## config.mk

```make
export PLATFORM = sky130hd
export DESIGN_NAME = mc_controller_flat
export DESIGN_NICKNAME = d
export VERILOG_FILES = /design/src/rtl/mc_controller_if.sv /design/src/rtl/mc_controller.sv /design/src/flat_wrapper.sv
export SDC_FILE = /design/constraint.sdc
export NUM_CORES = 1
export LEC_CHECK = 0
export ABC_AREA = 1
export ABC_CLOCK_PERIOD_IN_PS = 3800
export CORE_MARGIN = 2
export CORE_UTILIZATION = 30
export DETAILED_ROUTE_END_ITERATION = 8
export GPL_TIMING_DRIVEN = 0
export MAX_ROUTING_LAYER = met4
export PLACE_DENSITY = 0.74
export SYNTH_ARGS = -nofsm -noshare
export SYNTH_HDL_FRONTEND = slang
export SYNTH_SLANG_ARGS = --single-unit
```

## constraint.sdc

```tcl
create_clock -name clk -period 3.8 [get_ports clk]
set_input_delay 0.95 -clock clk [delete_from_list [all_inputs] [get_ports clk]]
set_output_delay 0.95 -clock clk [all_outputs]
set_load 0.005 [all_outputs]
```

## src/rtl/mc_controller_if.sv

```systemverilog
// mc_controller_if: control/strobe bundle between the multicycle controller
// (master) and the datapath/memory side (slave).
interface mc_controller_if #(
  parameter int unsigned WIDTH = 16
);
  localparam int unsigned ALUW = 4;
  localparam int unsigned STW  = 4;
  localparam int unsigned CNTW = 16;

  logic [WIDTH-1:0] instr;
  logic             zero;
  logic             memready;

  logic             memtoreg;
  logic             alusrc;
  logic             regdst;
  logic             regwrite;
  logic             jump;
  logic             pcsrc;
  logic [ALUW-1:0]  alucontrol;
  logic             memread;
  logic             memwrite;
  logic             irwrite;
  logic             pcwrite;
  logic             illegal;
  logic [STW-1:0]   state;
  logic [CNTW-1:0]  retired;

  modport master (
    input  instr, zero, memready,
    output memtoreg, alusrc, regdst, regwrite, jump, pcsrc, alucontrol,
           memread, memwrite, irwrite, pcwrite, illegal, state, retired
  );

  modport slave (
    output instr, zero, memready,
    input  memtoreg, alusrc, regdst, regwrite, jump, pcsrc, alucontrol,
           memread, memwrite, irwrite, pcwrite, illegal, state, retired
  );
endinterface

```

## src/rtl/mc_controller.sv

```systemverilog
// mc_controller: multicycle control FSM for the 16-bit datapath.
// Sequences fetch/decode/execute/memory/writeback, stalls on memready.
// Optional feature: define MC_CTRL_PERF_EN to build the retired-instruction
// counter; otherwise retired is tied to zero.
module mc_controller #(
  parameter int unsigned WIDTH = 16
) (
  input  logic            clk,
  input  logic            reset,
  mc_controller_if.master bus
);
  localparam int unsigned OPW  = 4;
  localparam int unsigned ALUW = 4;
  localparam int unsigned CNTW = 16;

  typedef enum logic [3:0] {
    FETCH  = 4'd0,
    DECODE = 4'd1,
    MEMADR = 4'd2,
    MEMRD  = 4'd3,
    MEMWB  = 4'd4,
    MEMWR  = 4'd5,
    EXEC   = 4'd6,
    ALUWB  = 4'd7,
    BRANCH = 4'd8,
    ADDIEX = 4'd9,
    ADDIWB = 4'd10,
    JUMP   = 4'd11
  } state_t;

  localparam logic [OPW-1:0] OP_R    = 4'h0;
  localparam logic [OPW-1:0] OP_ADDI = 4'h1;
  localparam logic [OPW-1:0] OP_LW   = 4'h2;
  localparam logic [OPW-1:0] OP_SW   = 4'h3;
  localparam logic [OPW-1:0] OP_BEQ  = 4'h4;
  localparam logic [OPW-1:0] OP_J    = 4'h5;

  localparam logic [ALUW-1:0] ALU_ADD = 4'b0010;
  localparam logic [ALUW-1:0] ALU_SUB = 4'b0110;
  localparam logic [ALUW-1:0] ALU_AND = 4'b0000;
  localparam logic [ALUW-1:0] ALU_OR  = 4'b0001;
  localparam logic [ALUW-1:0] ALU_SLT = 4'b0111;

  state_t          state_q;
  logic [OPW-1:0]  opcode;
  logic [2:0]      funct;
  logic [ALUW-1:0] funct_alu;
  logic            funct_legal;
  logic            instr_legal;
  logic            retire;
  logic            unused_instr_bits;

  assign opcode            = bus.instr[WIDTH-1 -: OPW];
  assign funct             = bus.instr[2:0];
  assign unused_instr_bits = ^bus.instr[WIDTH-OPW-1:3];

  // R-type funct to ALU operation; unknown funct codes are flagged illegal
  always_comb begin
    funct_alu   = ALU_ADD;
    funct_legal = 1'b1;
    case (funct)
      3'b000:  funct_alu = ALU_ADD;
      3'b001:  funct_alu = ALU_SUB;
      3'b010:  funct_alu = ALU_AND;
      3'b011:  funct_alu = ALU_OR;
      3'b100:  funct_alu = ALU_SLT;
      default: funct_legal = 1'b0;
    endcase
    instr_legal = (opcode <= OP_J) && ((opcode != OP_R) || funct_legal);
  end

  // State register with next-state sequencing; memready stalls the memory steps
  always_ff @(posedge clk) begin
    if (reset) begin
      state_q <= FETCH;
    end else begin
      case (state_q)
        FETCH:   if (bus.memready) state_q <= DECODE;
        DECODE: begin
          if (!instr_legal) begin
            state_q <= FETCH;
          end else begin
            case (opcode)
              OP_R:         state_q <= EXEC;
              OP_ADDI:      state_q <= ADDIEX;
              OP_LW, OP_SW: state_q <= MEMADR;
              OP_BEQ:       state_q <= BRANCH;
              OP_J:         state_q <= JUMP;
              default:      state_q <= FETCH;
            endcase
          end
        end
        MEMADR: begin
          if (opcode == OP_LW)      state_q <= MEMRD;
          else if (opcode == OP_SW) state_q <= MEMWR;
          else                      state_q <= FETCH;
        end
        MEMRD:   if (bus.memready) state_q <= MEMWB;
        MEMWB:   state_q <= FETCH;
        MEMWR:   if (bus.memready) state_q <= FETCH;
        EXEC:    state_q <= ALUWB;
        ALUWB:   state_q <= FETCH;
        BRANCH:  state_q <= FETCH;
        ADDIEX:  state_q <= ADDIWB;
        ADDIWB:  state_q <= FETCH;
        JUMP:    state_q <= FETCH;
        default: state_q <= FETCH;
      endcase
    end
  end

  // Moore output decode; reset forces every strobe low so an aborted access writes nothing
  always_comb begin
    bus.memtoreg   = 1'b0;
    bus.alusrc     = 1'b0;
    bus.regdst     = 1'b0;
    bus.regwrite   = 1'b0;
    bus.jump       = 1'b0;
    bus.pcsrc      = 1'b0;
    bus.alucontrol = ALU_ADD;
    bus.memread    = 1'b0;
    bus.memwrite   = 1'b0;
    bus.irwrite    = 1'b0;
    bus.pcwrite    = 1'b0;
    bus.illegal    = 1'b0;
    retire         = 1'b0;
    if (!reset) begin
      case (state_q)
        FETCH: begin
          bus.memread = 1'b1;
          bus.irwrite = bus.memready;
          bus.pcwrite = bus.memready;
        end
        DECODE:  bus.illegal = !instr_legal;
        MEMADR:  bus.alusrc = 1'b1;
        MEMRD:   bus.memread = 1'b1;
        MEMWB: begin
          bus.regwrite = 1'b1;
          bus.memtoreg = 1'b1;
          retire       = 1'b1;
        end
        MEMWR: begin
          bus.memwrite = 1'b1;
          retire       = bus.memready;
        end
        EXEC:    bus.alucontrol = funct_alu;
        ALUWB: begin
          bus.regwrite = 1'b1;
          bus.regdst   = 1'b1;
          retire       = 1'b1;
        end
        BRANCH: begin
          bus.alucontrol = ALU_SUB;
          bus.pcsrc      = bus.zero;
          bus.pcwrite    = bus.zero;
          retire         = 1'b1;
        end
        ADDIEX:  bus.alusrc = 1'b1;
        ADDIWB: begin
          bus.regwrite = 1'b1;
          retire       = 1'b1;
        end
        JUMP: begin
          bus.jump    = 1'b1;
          bus.pcwrite = 1'b1;
          retire      = 1'b1;
        end
        default: ;
      endcase
    end
  end

  assign bus.state = reset ? FETCH : state_q;

`ifdef MC_CTRL_PERF_EN
  logic [CNTW-1:0] retired_q;

  // Retired-instruction counter, bumped on the last cycle of each legal instruction
  always_ff @(posedge clk) begin
    if (reset) begin
      retired_q <= '0;
    end else if (retire) begin
      retired_q <= retired_q + CNTW'(1);
    end
  end

  assign bus.retired = reset ? '0 : retired_q;
`else
  logic unused_retire;
  assign unused_retire = retire;
  assign bus.retired   = CNTW'(0);
`endif
endmodule

```

## src/flat_wrapper.sv

```systemverilog
// flat-port wrapper written by rule: the top's interface ports become plain ports
module mc_controller_flat 
#(
  parameter int unsigned WIDTH = 16
)
  (clk, reset, bus_instr, bus_zero, bus_memready, bus_memtoreg, bus_alusrc, bus_regdst, bus_regwrite, bus_jump, bus_pcsrc, bus_alucontrol, bus_memread, bus_memwrite, bus_irwrite, bus_pcwrite, bus_illegal, bus_state, bus_retired);
  mc_controller_if #(.WIDTH(WIDTH)) bus_i ();
  input  logic clk;
  input  logic reset;
  input wire logic [$bits(bus_i.instr)-1:0] bus_instr;
  input wire logic [$bits(bus_i.zero)-1:0] bus_zero;
  input wire logic [$bits(bus_i.memready)-1:0] bus_memready;
  output wire logic [$bits(bus_i.memtoreg)-1:0] bus_memtoreg;
  output wire logic [$bits(bus_i.alusrc)-1:0] bus_alusrc;
  output wire logic [$bits(bus_i.regdst)-1:0] bus_regdst;
  output wire logic [$bits(bus_i.regwrite)-1:0] bus_regwrite;
  output wire logic [$bits(bus_i.jump)-1:0] bus_jump;
  output wire logic [$bits(bus_i.pcsrc)-1:0] bus_pcsrc;
  output wire logic [$bits(bus_i.alucontrol)-1:0] bus_alucontrol;
  output wire logic [$bits(bus_i.memread)-1:0] bus_memread;
  output wire logic [$bits(bus_i.memwrite)-1:0] bus_memwrite;
  output wire logic [$bits(bus_i.irwrite)-1:0] bus_irwrite;
  output wire logic [$bits(bus_i.pcwrite)-1:0] bus_pcwrite;
  output wire logic [$bits(bus_i.illegal)-1:0] bus_illegal;
  output wire logic [$bits(bus_i.state)-1:0] bus_state;
  output wire logic [$bits(bus_i.retired)-1:0] bus_retired;
  assign bus_i.instr = bus_instr;
  assign bus_i.zero = bus_zero;
  assign bus_i.memready = bus_memready;
  assign bus_memtoreg = bus_i.memtoreg;
  assign bus_alusrc = bus_i.alusrc;
  assign bus_regdst = bus_i.regdst;
  assign bus_regwrite = bus_i.regwrite;
  assign bus_jump = bus_i.jump;
  assign bus_pcsrc = bus_i.pcsrc;
  assign bus_alucontrol = bus_i.alucontrol;
  assign bus_memread = bus_i.memread;
  assign bus_memwrite = bus_i.memwrite;
  assign bus_irwrite = bus_i.irwrite;
  assign bus_pcwrite = bus_i.pcwrite;
  assign bus_illegal = bus_i.illegal;
  assign bus_state = bus_i.state;
  assign bus_retired = bus_i.retired;
  mc_controller #(.WIDTH(WIDTH)) u_core (.clk(clk), .reset(reset), .bus(bus_i));
endmodule
```

Yosys cells after proc, flatten, opt, wreduce, memory -nomap -nowiden
Index checks and enable logic that the tools add are counted.

Output and inout bits: 35. Logic and storage cells: 73. Memories: 0. Input port bits: 20. Bits in read-only memories: 0. Bits in writable memories: 0. Bits in latches: 0. Flip-flop bits (word level): 4.

Shift-type cells: 0. Multiply operators: 0. Equality and inequality tests: 23. Bitwise logic cells: 0. $add $sub $neg: 0. Reductions and logical operators: 13. Divide/modulo/power cells: 0. Magnitude comparators: 1. Multiplexer cells: 35.

Operators by type and width (count): 4-bit two-way mux (7); 4-bit one-hot mux with 7 select lines (1); 4-bit by 3-bit == test with 1-bit output (second input constant) (6); 1-bit two-way mux (22); 4-bit one-hot mux with 5 select lines (1); 4-bit by 2-bit == test with 1-bit output (second input constant) (4); 4-bit == test (second input constant) (4); 3-bit one-hot mux with 4 select lines (1); 4-bit by 1-bit == test with 1-bit output (second input constant) (2); 4-bit zero test (2); 3-bit by 2-bit == test with 1-bit output (second input constant) (2); 2-bit inequality test (second input constant) (3); 3-bit one-hot mux with 2 select lines (1); 2-bit OR reduction (3); 5-bit OR reduction (1); 4-bit by 3-bit <= comparator with 1-bit output (second input constant) (1); 4-bit nonzero test (1); 3-bit by 1-bit == test with 1-bit output (second input constant) (1); 3-bit == test (second input constant) (1); 3-bit zero test (1); 3-bit two-way mux (1); 1-bit one-hot mux with 3 select lines (1); 3-bit AND reduction (1); 3-bit OR reduction (1); other kinds (3) (3).

Depth between registers and ports, before layout
Gate-level depths: netlist of the first run.

Depth in word-level cells: 8. Depth in mapped cells: 9. Depth with buffers taken out: 9.

Worst setup path after synthesis of the first run
OpenSTA, ideal clock, no wires.

Kind: in2out. Start: in reset. End: out bus_alucontrol[1]. Data arrival time: 1592 ps. Data required time: 2850 ps. Cell stages on the path: 4. Buffers on the path: 1. Setup slack: 1258 ps. Cell sequence: clkbuf_1 > inv_1 > nand2_2 > or3_1.

Word-level cells in the longest chain between the ends: 1.

RTL lines: start: declaration (RTL line flat_wrapper.sv:9) `input logic reset;`; 4-bit two-way mux (RTL line mc_controller.sv:127) `if (!reset) begin`; end: declaration (RTL line flat_wrapper.sv:19) `output wire logic [$bits(bus_i.alucontrol)-1:0] bus_alucontrol;`.

Every way passes these cells.

Worst setup path in the final report of the first run
Start: in bus_instr[15]. End: out bus_illegal.

Word-level cells in the longest chain between the ends: 6. Elaborated cells on any way between the ends: 7. Classes of those cells: order compare (1); mux (2); reduce/logical (4).

RTL lines: start: declaration (RTL line flat_wrapper.sv:10) `input wire logic [$bits(bus_i.instr)-1:0] bus_instr;`; parallel branches: the longest is 2 deep, another holds 4-bit by 3-bit <= comparator with 1-bit output; 1-bit logical AND * (RTL line mc_controller.sv:69) `instr_legal = (opcode <= OP_J) && ((opcode != OP_R) || funct_legal);`; 1-bit zero test *; 1-bit two-way mux * (RTL line mc_controller.sv:128) `case (state_q)`; 1-bit two-way mux * (RTL line mc_controller.sv:127); end: declaration (RTL line flat_wrapper.sv:24) `output wire logic [$bits(bus_i.illegal)-1:0] bus_illegal;`.

Every way passes the cells marked *.

==> results of run 1 <==
layer usage:
layer	GRT usage (%)	wire length [um]	vias to the layer above
li1	-	-	462
met1	15.0	729	383
met2	25.3	848	46
met3	4.02	185	2
met4	4.82	13	0
met5	-	0	-
layout make-up:
type / count / area [sq um] / share of cell area, %
tap: 28 / 35.0 / 3.24
timing repair buffer: 27 / 270 / 25.0
inverter: 14 / 52.6 / 4.87
buffer: 19 / 135 / 12.5
multi-input combinational: 107 / 484 / 44.8
sequential: 4 / 80.1 / 7.42
clock buffer: 3 / 22.5 / 2.09
kinds of logic after synthesis:
kind of cell           after synthesis
AOI/OAI and AO/OA                   17
buffers and inverters               33
DFF                                  4
other                                1
and+or+nand+nor                     73
how the worst max path moves through the flow:
stage                        from  depth (start not counted)  slack, ps                 to
finish              bus_instr[15]                          5        270        bus_illegal
floorplan                   reset                          4       1260  bus_alucontrol[1]
global placement    bus_instr[15]                          5        290        bus_illegal
detailed placement  bus_instr[14]                          5        270        bus_illegal
global route        bus_instr[15]                          5        130        bus_illegal
CTS                 bus_instr[14]                          5        260        bus_illegal
where the power goes:
part | switching (mW) | internal (mW)
Sequential | 0.00401 | 0.0456
Combinational | 0.0558 | 0.0493
Clock | 0.0165 | 0.0353
stage by stage:
stage | worst slack (ps) | cell area (sq um) | total power, mW
finish | 267 | 1080 | 0.206
global route | 128 | 1080 | 0.226
CTS | 257 | 1080 | 0.208
detailed placement | 265 | 1060 | 0.154
global placement | 292 | 1060 | 0.152
floorplan | 1260 | 752 | 0.116
cells in the mapped netlist:
cell type / instances / area share [%]
nand2_1: 33 / 18
nor2_1: 18 / 9.8
buf_4: 17 / 18
inv_1: 12 / 6.5
a21oi_1: 8 / 5.8
nor2_2: 8 / 7.2
nand3_1: 5 / 3.6
dfxtp_1: 4 / 12
nand2_2: 3 / 2.7
o21ai_0: 3 / 2.2
a31oi_1: 2 / 1.8
clkbuf_1: 2 / 1.1
inv_2: 2 / 1.1
nor3_1: 2 / 1.4
a211oi_1: 1 / 1.1
conb_1: 1 / 0.54
nand4_1: 1 / 0.90
nor2_4: 1 / 1.6
o21ai_1: 1 / 0.72
o21bai_1: 1 / 1.1
o31ai_1: 1 / 1.1
or2_2: 1 / 0.90
or3_1: 1 / 0.90
critical path: stages:
cell and delay, ps:
clkdlybuf4s50_1 450, nor2_1 280, nand3_1 150, a211oi_1 220, clkdlybuf4s50_1 530
==> metrics, run 1 <==
Unique masters post-synth=23; Setup crit start kind=input pin; status=completed; initial drt markers=10; clk_lat worst skew=230 ps; # fillers=231; # DRC=0; nets@finish=196; synthesized area=692 sq um; gr ovfl total=0; Post-DRT Antenna Nets=0; commonest non-fill, non-tap cell in the layout=nand2_1; Area growth syn-to-layout=56.1%; Hold Path Sink=u_core.state_q[2]; # resized after CTS=0; Gate Count Post-Synth=128; post-synthesis sequential area ratio=11.6%; H-Tree Depth=1; Max Buffers Root-to-Sink=2; post-synthesis compound-gate area fraction=13.7%; I/O pins=55; share of cells above drive strength 1=20.1%; buffers added on ports=27; largest net degree at the start of global routing=11; Power Density=191 mW/mm^2; critical path peak fanout=5; total core area=0.00219 sq mm; Reg with most FFs=u_core.state_q; Total Wirelength=1780 um; hold buffers post-CTS=0; Initial Utilization=31.6%; DRT Pass-1 Iters=4; TNS Setup=0 ps; worst hold-check path type=reg -> reg; Die H=52.0 um; Clock Pin Slew Worst Setup and Hold Paths=40 ps; dpl hpwl=1530 um; CTS Buf Count=3; critical path required time=2850 ps; num rows=17; CP Class=in -> out; reg2reg setup slack=2440 ps; post-synthesis adder-cell area fraction=0%; WHS Path Cells=4; Fin. Hold Viols=0; Die X=52.0 um; die area=0.00271 sq mm; largest registers=u_core.state_q x4; vias=893; Cell Count, Final, Fillers Out=202; synth warn=0; ANT cells=0; Final Setup Violations=0; post-synthesis simple-gate area fraction=47.0%; commonest non-fill, non-tap cells in the layout=nand2_1 (33), clkdlybuf4s50_1 (27), nor2_1 (18), buf_4 (17), conb_1 (17); Peak supply drop=0.000148 V; Root Buffer=clkbuf_4; RSZ-0062 raised after global routing=no; Max Clock Skew=2.57 ps; min-delay src=u_core.state_q[2]; Avg Inst Size Synth=5.41 sq um; worst r2r src=u_core.state_q[0]; Yosys reg bits=4; Via-to-Cell Ratio=4.42; first-pass GRT wire length=2880 um; postcts setup bufs=0; CP Data Arrival Time=2580 ps; routability cong.=0.856; Post-Synth XOR/XNOR Area=0%; initial antenna violation count=0; Pleak=0.530 nW; final hold slack=621 ps; average wire per standard cell=8.80 um; max FFs per register=4; fin util=49.3%; clk sinks=4; Critical Path Sink Type=output port; vias in the first global route=744; R2R cell count=8; CTS tree=yes; max_cap viols=0; Final Slew Violations=0; worst reg2reg path endpoint=u_core.state_q[0]; Tcrit/Tclk final=93.0%; gr usage total=14.2%; placed cell count=199; Final min period=3530 ps; mux cell area share after synthesis=0%; largest family of logic cells by synthesized area=simple AND/OR/NAND/NOR gates; FMAX=283 MHz
Power figures use the tool's default switching activity.
==> run 2, diff against run 1 <==
Settings changed: RECOVER_POWER from default to 25.
==> metrics, run 2 (same netlist as run 1, synthesis figures left out) <==
critical path required time=2850 ps (about the same); die area=0.00271 sq mm (unchanged); Die X=52.0 um (unchanged); num rows=17 (unchanged); area of the multi-input gates=484 sq um (unchanged); routability cong.=0.856 (unchanged); Initial Utilization=31.6% (unchanged); Peak supply drop=0.000148 V (about the same); FMAX=283 MHz (unchanged); clk sinks=4 (unchanged); Fin. Hold Viols=0 (unchanged); ANT cells=0 (unchanged); # DRC=0 (unchanged); Total Wirelength=1780 um (unchanged); clk_lat worst skew=230 ps (about the same); Via-to-Cell Ratio=4.42 (unchanged); final instance area=0.00108 sq mm (unchanged); final hold slack=621 ps (unchanged); Final Slew Violations=0 (unchanged); I/O pins=55 (unchanged); placed cell areas=0.00106 sq mm (unchanged); Cell Count, Final, Fillers Out=202 (unchanged); status=completed (unchanged); Max Buffers Root-to-Sink=2 (unchanged); Reg with most FFs=u_core.state_q (unchanged); CP Data Arrival Time=2580 ps (about the same); vias in the first global route=744 (unchanged); buffers added on ports=27 (unchanged); Pleak=0.534 nW (was 0.530 nW); first-pass GRT wire length=2880 um (unchanged); CTS Buf Count=3 (unchanged); fin util=49.3% (unchanged); max FFs per register=4 (unchanged); worst hold-check path type=reg -> reg (unchanged); Setup crit start kind=input pin (unchanged); average wire per standard cell=8.80 um (unchanged); critical path peak fanout=5 (unchanged); Die H=52.0 um (unchanged); commonest non-fill, non-tap cells in the layout=nand2_1 (33), clkdlybuf4s50_1 (26), nor2_1 (18), buf_4 (17), conb_1 (17) (was nand2_1 (33), clkdlybuf4s50_1 (27), nor2_1 (18), buf_4 (17), conb_1 (17)); total core area=0.00219 sq mm (unchanged); largest registers=u_core.state_q x4 (unchanged); postcts setup bufs=0 (unchanged); max_cap viols=0 (unchanged); Final min period=3530 ps (about the same); vias=893 (unchanged); worst-path cell chain=clkdlybuf4s50_1 -> nor2_1 -> nand3_1 -> a211oi_1 -> clkdlybuf4s50_1 (unchanged); hold buffers post-CTS=0 (unchanged); Power Density=191 mW/mm^2 (about the same); FF/Latch Area=80.1 sq um (unchanged); Max Clock Skew=2.57 ps (unchanged); gr ovfl total=0 (unchanged); Final Setup Violations=0 (unchanged); placed cell count=199 (unchanged); crit-path max cell delay=530 ps (about the same); reg2reg setup slack=2440 ps (about the same); # fillers=231 (unchanged); # resized after CTS=0 (unchanged); RSZ-0062 raised after global routing=no (unchanged); Clock Pin Slew Worst Setup and Hold Paths=40 ps (about the same); gr usage total=14.2% (unchanged); Critical Path Sink Type=output port (unchanged); dpl hpwl=1530 um (unchanged); Area growth syn-to-layout=56.1% (unchanged); initial drt markers=9 (was 10); Post-DRT Antenna Nets=0 (unchanged); CP dominant cell by count=clkdlybuf4s50_1 (unchanged); largest net degree at the start of global routing=11 (unchanged); initial antenna violation count=0 (unchanged); nets@finish=196 (unchanged); CP max-delay cell=clkdlybuf4s50_1 (unchanged); TNS Setup=0 ps (unchanged); Tcrit/Tclk final=93.0% (about the same); DRT Pass-1 Iters=4 (unchanged); share of cells above drive strength 1=20.1% (unchanged); commonest non-fill, non-tap cell in the layout=nand2_1 (unchanged); Root Buffer=clkbuf_4 (unchanged); H-Tree Depth=1 (unchanged); CTS tree=yes (unchanged); CP Class=in -> out (unchanged)
## run 2: path summary, 6_finish.rpt
check	start	end	cells past startpoint
worst min register to register	u_core.state_q[2]	u_core.state_q[2]	4
worst min-delay path	u_core.state_q[2]	u_core.state_q[2]	4
worst max-delay path	bus_instr[15]	bus_illegal	5
worst max register to register	u_core.state_q[0]	u_core.state_q[0]	8
## run 2: routing by layer
layer	part of all wire [%]	GRT usage [%]	wire [um]	vias to the layer above
li1	-	-	-	462
met1	41	15.0	729	383
met2	48	25.3	848	46
met3	10	4.02	185	2
met4	0.73	4.82	13	0
met5	0	-	0	-
## run 2: where the power goes
group,internal [mW],switching [mW]
logic,0.0491,0.0556
registers,0.0456,0.00401
clock network,0.0353,0.0165
total,0.130,0.0762
## run 2: per-stage QoR
step / power [mW] / worst slack, ps
final: 0.206 / 267
after global routing: 0.226 / 128
after CTS: 0.208 / 257
after detailed placement: 0.154 / 265
after global placement: 0.152 / 292
after floorplan: 0.116 / 1260
## run 2: final cells by class
cell class                      instances  share of cell area, %
Clock buffer                            3                   2.09
Multi-Input combinational cell        107                   44.8
Tap cell                               28                   3.24
Timing Repair Buffer                   27                   25.0
Sequential cell                         4                   7.42
Inverter                               14                   4.87
Buffer                                 19                   12.5
## run 2: critical path, delay by kind of cell
| family | cells | cell delay, ps |
|---|---|---|
| simple gates | 2 | 430 |
| buf+inv | 2 | 980 |
| compound gates | 1 | 220 |
==> run 3, diff against run 2 <==
Settings changed: CTS_CLUSTER_SIZE from default to 12.
==> results of run 3 <==
Same layout as run 2: the final DEF is identical, and so are final timing and power.
==> RTL change: new RTL, settings of run 2 <==
`CNTW` is set to 16 in 2 places; all go to 32.
--- a/src/rtl/mc_controller_if.sv
+++ b/src/rtl/mc_controller_if.sv
@@ -5,7 +5,7 @@
 );
   localparam int unsigned ALUW = 4;
   localparam int unsigned STW  = 4;
-  localparam int unsigned CNTW = 16;
+  localparam int unsigned CNTW = 32;
 
   logic [WIDTH-1:0] instr;
   logic             zero;
--- a/src/rtl/mc_controller.sv
+++ b/src/rtl/mc_controller.sv
@@ -11,7 +11,7 @@
 );
   localparam int unsigned OPW  = 4;
   localparam int unsigned ALUW = 4;
-  localparam int unsigned CNTW = 16;
+  localparam int unsigned CNTW = 32;
 
   typedef enum logic [3:0] {
     FETCH  = 4'd0,
Ports: changed (resized bus_retired); port bits go from 55 to 71. No check against the original RTL was run, so the function may have changed too.
==> RTL change against run 2 <==
Clock skew shrank 0.00055 ns; worst hold slack got worse by 0.0060 ns; sequential cell count is the same; area after synthesis up 17%; total power rose by 7.3%; cell area grew 17%; largest power group unchanged; routed wire length is 3.2% higher; worst setup slack got worse by 0.029 ns; die area increased by 16%.
==> RTL change: results (changes against run 2) <==
[global_routing]
use_met3=0.01628  ; -0.02395
use_met1=0.1338  ; -0.01621
grt_pass1_vias=722  ; -3.0%
grtUsageMet2=0.1966  ; -0.05653
grt.total_usage=0.1184  ; -0.02394
grt_pass1_wl_um=2967  ; +3.1%
antenna_found_initial=0  ; unchanged

[outcome]
status=finished, final reports clean

[logic_synthesis]
synth_compound_gate_area_share=0.1171  ; -0.02033
synthArstFlopShare=0  ; unchanged
ys_warn_count=0  ; unchanged
synthCells=144  ; +13%
synth-xor-area-share=0  ; unchanged
synthTopCellsByCount=buf_4 (33), nand2_1 (33), nor2_1 (18), inv_1 (12)
synthTopCellsByArea=buf_4 (31%), nand2_1 (15%), dfxtp_1 (9.9%), nor2_1 (8.3%), nor2_2 (6.2%)
synthMuxAreaShare=0  ; unchanged
yosysSeqAreaShare=0.09861  ; -0.01712

[critical_path]
reg2reg_slack_ns=2.47  ; +0.03 ns
crit_arrival_ns=2.61  ; +0.03 ns
critPathLaunch=bus_instr[15]
max_stage_delay_ns=0.54
path_max_fanout=5  ; unchanged
cp_slowest_cell=clkdlybuf4s50_1
ff2ff_path_depth=8  ; unchanged
r2r_start=u_core.state_q[0]
r2r-end=u_core.state_q[2]
cp-endpoint=bus_illegal

[cells_and_area]
drive_gt1_frac=0.2427  ; +0.04157
num_antenna_cells=0  ; unchanged
fin_cells=236  ; +17%
n_fill_cell=272  ; +18%

[worst_hold_path]
whs_path_depth=4  ; unchanged
hold_start=u_core.state_q[2]
holdCritPathClass=reg2reg
hold_end=u_core.state_q[2]

[detailed_routing]
viasPerCell=3.915  ; -11%
routed_wirelength_um=1834  ; +3.2%
drt-initial-drc-count=25  ; +16

[placement]
place_ws_ns=0.2643  ; -0.0008320 ns
gp_congestion=0.8350  ; -2.4%
post-dp-hpwl_um=1587  ; +3.9%
placed_cell_area_um2=1240  ; +17%
placedCellCount=233  ; +17%

[power]
p_sw_uw=80.92  ; +6.2%
p_seq_uw=49.8
power-top-group=combinational logic
p_leak_nw=0.6733  ; +26%
switching_share=0.3659  ; -0.003827
comb_power_share=0.538  ; +0.030
ir_drop_uv=101.8  ; -31%

[timing]
finClkSkew_ns=0.002020  ; -0.0005468 ns
setup_ws_ns=0.2376  ; -0.02944 ns
fin_worst_hold_slack_ns=0.6147  ; -0.005954 ns

[clock_network]
cts_max_path_buffers=2  ; unchanged
clk_pin_slew_ns=0.04  ; about the same
cts_buffers=3  ; unchanged
ctsRootBufferMaster=clkbuf_4
cts_hold_buffers=0  ; unchanged
post_cts_buffers=0  ; unchanged
clk_latency_ns=0.23  ; about the same

-- RTL change: cell types whose count changed after synthesis --
cell | before | now
buf_4 | 17 | 33
-- RTL change: final cells by class --
cell class              instances  area (um^2)  share of cell area
plain buffers                  35        255.2              0.2026
clock buffers                   3        22.52             0.01787
inverters                      14        52.55             0.04171
multi-input cells             123        541.8              0.4300
flip-flops and latches          4        80.08             0.06356
well taps                      30        37.54             0.02979
repair buffers                 27        270.3              0.2145
-- RTL change: worst register-to-register path: stages, from the launching register on --
cell	delay (ns)
dfxtp_1	0.34
nor2_1	0.28
nand2_1	0.15
nand2_1	0.11
nor2_2	0.05
nor2_4	0.13
nor2_2	0.06
nand2_1	0.06
nand2_1	0.04
-- RTL change: layer usage --
metal | vias to the layer above | routed length [um]
li1 | 510 | -
met1 | 369 | 744
met2 | 43 | 885
met3 | 2 | 183
met4 | 0 | 21
met5 | - | 0
